### src/rtl/mips_bus_pkg.sv
// mips_bus_pkg
//   Shared types for the MIPS instruction/data bus arbiter.
//   state_t : arbiter FSM state. Its encoding is visible on the debug
//             'state' port, so the values are fixed.
//   port_t  : identifies a requesting port (instruction fetch or data).
package mips_bus_pkg;

  typedef enum logic [1:0] {
    IDLE   = 2'd0,
    BUSY_I = 2'd1,
    BUSY_D = 2'd2
  } state_t;

  typedef enum logic {
    PORT_I = 1'b0,
    PORT_D = 1'b1
  } port_t;

endpackage

### src/rtl/mips_bus_arbiter.sv
// mips_bus_arbiter
//   Shares one memory bus between the instruction-fetch port and the
//   data port. Each port may have at most one transfer in flight. All bus
//   outputs and acknowledges are registered.
//
//   Parameter
//     DATA_PRIORITY  0 = round-robin on simultaneous requests,
//                    1 = data port always wins simultaneous requests
//   Ports
//     clk, reset                      clock, synchronous active-high reset
//     i_req/i_addr/i_ack/i_rdata      fetch port (always a 4-byte read)
//     d_req/d_we/d_addr/d_wdata/
//     d_byteenable/d_ack/d_rdata      data port
//     address/writedata/read/write/
//     byteenable/waitrequest/readdata memory bus
//     state                           debug view of the FSM state
module mips_bus_arbiter
  import mips_bus_pkg::*;
#(
  parameter int unsigned DATA_PRIORITY = 0
) (
  input  logic        clk,
  input  logic        reset,
  input  logic        i_req,
  input  logic [31:0] i_addr,
  output logic        i_ack,
  output logic [31:0] i_rdata,
  input  logic        d_req,
  input  logic        d_we,
  input  logic [31:0] d_addr,
  input  logic [31:0] d_wdata,
  input  logic [3:0]  d_byteenable,
  output logic        d_ack,
  output logic [31:0] d_rdata,
  output logic [31:0] address,
  output logic [31:0] writedata,
  output logic        read,
  output logic        write,
  output logic [3:0]  byteenable,
  input  logic        waitrequest,
  input  logic [31:0] readdata,
  output logic [1:0]  state
);

  state_t cur_state;
  port_t  last_grant;
  port_t  grant;
  logic   i_elig;
  logic   d_elig;

  // A port's request is ignored while its previous ack is still showing,
  // since the requester has not yet had a chance to drop or change it.
  assign i_elig = i_req & ~i_ack;
  assign d_elig = d_req & ~d_ack;

  function automatic port_t arbitrate(input logic  i_e,
                                      input logic  d_e,
                                      input port_t last);
    if (i_e && d_e) begin
      if (DATA_PRIORITY != 0)
        return PORT_D;
      return (last == PORT_D) ? PORT_I : PORT_D;
    end
    return d_e ? PORT_D : PORT_I;
  endfunction

  always_comb grant = arbitrate(i_elig, d_elig, last_grant);

  assign state = cur_state;

  always_ff @(posedge clk) begin
    if (reset) begin
      cur_state  <= IDLE;
      last_grant <= PORT_D;  // instruction port wins the first tie
      read       <= 1'b0;
      write      <= 1'b0;
      address    <= '0;
      writedata  <= '0;
      byteenable <= '0;
      i_ack      <= 1'b0;
      d_ack      <= 1'b0;
      i_rdata    <= '0;
      d_rdata    <= '0;
    end else begin
      i_ack <= 1'b0;
      d_ack <= 1'b0;
      case (cur_state)
        IDLE: begin
          if (i_elig || d_elig) begin
            last_grant <= grant;
            if (grant == PORT_D) begin
              cur_state  <= BUSY_D;
              address    <= d_addr;
              writedata  <= d_wdata;
              byteenable <= d_byteenable;
              read       <= ~d_we;
              write      <= d_we;
            end else begin
              // Fetches leave writedata holding its previous value.
              cur_state  <= BUSY_I;
              address    <= i_addr;
              byteenable <= '1;
              read       <= 1'b1;
              write      <= 1'b0;
            end
          end
        end
        BUSY_I: begin
          if (!waitrequest) begin
            i_rdata   <= readdata;
            i_ack     <= 1'b1;
            read      <= 1'b0;
            cur_state <= IDLE;
          end
        end
        BUSY_D: begin
          if (!waitrequest) begin
            d_rdata   <= readdata;
            d_ack     <= 1'b1;
            read      <= 1'b0;
            write     <= 1'b0;
            cur_state <= IDLE;
          end
        end
        default: cur_state <= IDLE;
      endcase
    end
  end

endmodule

### config.mk
export PLATFORM = sky130hd
export DESIGN_NAME = mips_bus_arbiter
export DESIGN_NICKNAME = d
export VERILOG_FILES = /design/src/rtl/mips_bus_pkg.sv /design/src/rtl/mips_bus_arbiter.sv
export SDC_FILE = /design/constraint.sdc
export NUM_CORES = 1
export LEC_CHECK = 0
export ABC_CLOCK_PERIOD_IN_PS = 2100
export BUFFER_PORTS_ARGS = -buffer_cell sky130_fd_sc_hd__buf_2
export CAP_MARGIN = 25
export CORE_MARGIN = 10
export CORE_UTILIZATION = 40
export CTS_BUF_LIST = sky130_fd_sc_hd__clkbuf_8 sky130_fd_sc_hd__clkbuf_16
export DETAILED_ROUTE_END_ITERATION = 16
export GPL_TIMING_DRIVEN = 0
export PLACE_DENSITY = 0.71
export SYNTH_ARGS = -nofsm -noshare
export SYNTH_HDL_FRONTEND = slang
export SYNTH_SLANG_ARGS = --single-unit
### constraint.sdc
create_clock -name clk -period 2.1 [get_ports clk]
set_input_delay 0.315 -clock clk [delete_from_list [all_inputs] [get_ports clk]]
set_output_delay 0.315 -clock clk [all_outputs]
set_load 0.005 [all_outputs]
==> metrics.cfg <==
[place]
dp_slack_ps = 9.77
port_buffers = 274
hpwl_um = 16000
dp.cells = 1127
gp_congestion = 0.831

[min_path]
hold_class = input pin to register

[synthesis]
synth_edf_count = 0
ys_seq_area_frac = 0.491
ys.flop_type = dfxtp_1
synth_cell_types = 35
ys_seq_elements = 139
synth_area_per_cell_um2 = 8.41
synthCells = 673
synth_warnings = 0
syn_area_mm2 = 0.00566
syn-num-nets = 815
async_flop_share = 0

[clock_tree]
clock_latency_ps = 410
cts_buffers = 17
clockRootBuffer = clkbuf_16
path_clk_slew_ps = 60
clk_path_buf_depth = 2
numClockSinks = 139
htreeDepth = 4
cts_tree = built

[cells_and_area]
final_nets = 1108
layoutNonFillerInstCount = 1160
area_growth_pct = 38.0
utilization = 0.563
drive_above_1_share = 0.372
final_common_cell = buf_2
fillCellCount = 1340
layout_common_cells = buf_2 (286), dfxtp_1 (139), nand2_1 (130)

[setup_path]
crit_fanout = 10
crit_path_end_kind = register
worstSetupPathType = register to register
critical_path_arrival_ps = 2230
critPathLaunchType = register
crit_required_ps = 2400

[detailed_routing]
first_iter_violations = 354
drt_wl_total_um = 20400
drt-vias-per-instance = 5.05
drc = 0
routed-via-count = 5856
wl_per_cell_um = 17.6
drt-pass1-iter-count = 5
ant_nets = 0

[floorplanning]
die_x_um = 139
fp.dieH_um = 139
io_pins = 276
core.rowCount = 43
initial_core_util = 0.408
core_area_mm2 = 0.0139
dieArea_mm2 = 0.0193

[sta]
slew_viol_final = 0
finalSetupViolCount = 0
max_freq_mhz = 520
clock_skew_ps = 8.62
grt_setup_unrepaired = no
finalSetupTns_ps = 0
slew_headroom = 0.522
worst_slew_pin_slew_ps = 717
period_share = 0.916
hold_violations = 0
finalWorstSetupSlack_ps = 175
min_period_ps = 1920

[pwr]
max-vdd-ir-drop_v = 0.000540
power.density_mw_per_mm2 = 933
leakage_uw = 0.00344

[global_route]
grt_overflow = 0
track_usage = 0.200
grt_max_degree = 17
antenna_found_initial = 1
grt_pass1_vias = 5850
grt_pass1_wl_um = 31800

[status]
status = completed

[run]
drv_cap = 0

## worst paths after layout
check / from / endpoint / slack [ps] / depth (start not counted)
worst min register to register: d_rdata[3] / d_rdata[3] / 450 / 2
worst max register to register: state[0] / address[13] / 180 / 7
worst max-delay path: state[0] / address[13] / 180 / 7
worst min-delay path: readdata[8] / i_rdata[8] / 140 / 3
## sequential cells by signal, indices dropped and copies added (netlist names), 2 cells and up
signal	flops
byteenable	4
state	2
writedata	32
i_rdata	32
d_rdata	32
address	32
## per-stage QoR
stage / area (um^2) / total power (uW) / hold WS, ps
global route: 7810 / 7650 / 138
floorplan: 5660 / 3940 / 450
finish: 7820 / 7290 / 143
detailed placement: 7260 / 4600 / 443
global placement: 7260 / 4590 / 438
CTS: 7810 / 7350 / 132
## worst max-delay path, stage by stage (launching register included)
cell	delay (ps)
dfxtp_1	430
inv_1	90
ha_1	210
buf_2	190
nand3b_1	220
clkbuf_2	290
nor3_1	100
a2111oi_2	290
## final cells by class
type / count / area (um^2) / area share
Clock buffer: 19 / 453 / 0.0580
Timing Repair Buffer: 274 / 1370 / 0.175
Sequential cell: 139 / 2780 / 0.356
Tap cell: 180 / 225 / 0.0288
Buffer: 63 / 292 / 0.0373
Multi-Input combinational cell: 433 / 2450 / 0.314
Clock inverter: 13 / 95.1 / 0.0122
Inverter: 38 / 143 / 0.0183
Antenna cell: 1 / 2.50 / 0.000320
## cell families (layout without fill, tap and decap cells)
kind of cell / count (synthesis) / after routing / synth area share
adder cells (fa/ha/maj): 4 / 4 / 0.00884
other: 0 / 1 / 0
flip-flops: 139 / 139 / 0.491
AND/OR/NAND/NOR: 255 / 255 / 0.207
buffers and inverters: 101 / 407 / 0.0756
AO/OA/AOI/OAI: 173 / 173 / 0.215
multiplexers: 1 / 1 / 0.00177
## where the power goes
group          switching (uW)  internal (uW)  total [uW]
logic                     900            629        1530
registers                 123           2890        3010
clock network            1180           1570        2750
total                    2200           5090        7290
## cell usage after synthesis (4+ instances only)
master     count  area (um^2)
a2111oi_2     30          450
a211oi_1       4         30.0
a21oi_1       96          480
buf_2         12         60.1
buf_4          7         52.6
clkbuf_1      43          161
dfxtp_1      139         2780
ha_1           4         50.1
inv_1         38          143
nand2_1      130          488
nand2b_1       7         43.8
nand3_1       33          165
nor3_1        66          330
o21ai_0       32          160
## layer usage
metal,track usage,wire length (um),vias up
met5,0,7,-
met4,0.0527,258,2
met3,0.0962,2270,22
met2,0.325,9510,229
met1,0.230,8370,2701
li1,-,-,2902
## timing repair
action,CTS,global route
setup buffers,0,0
gates resized for setup,1,8
endpoints found under the setup margin,1,40
hold buffers,0,0
Note: power is estimated with default switching activity, not from simulation.
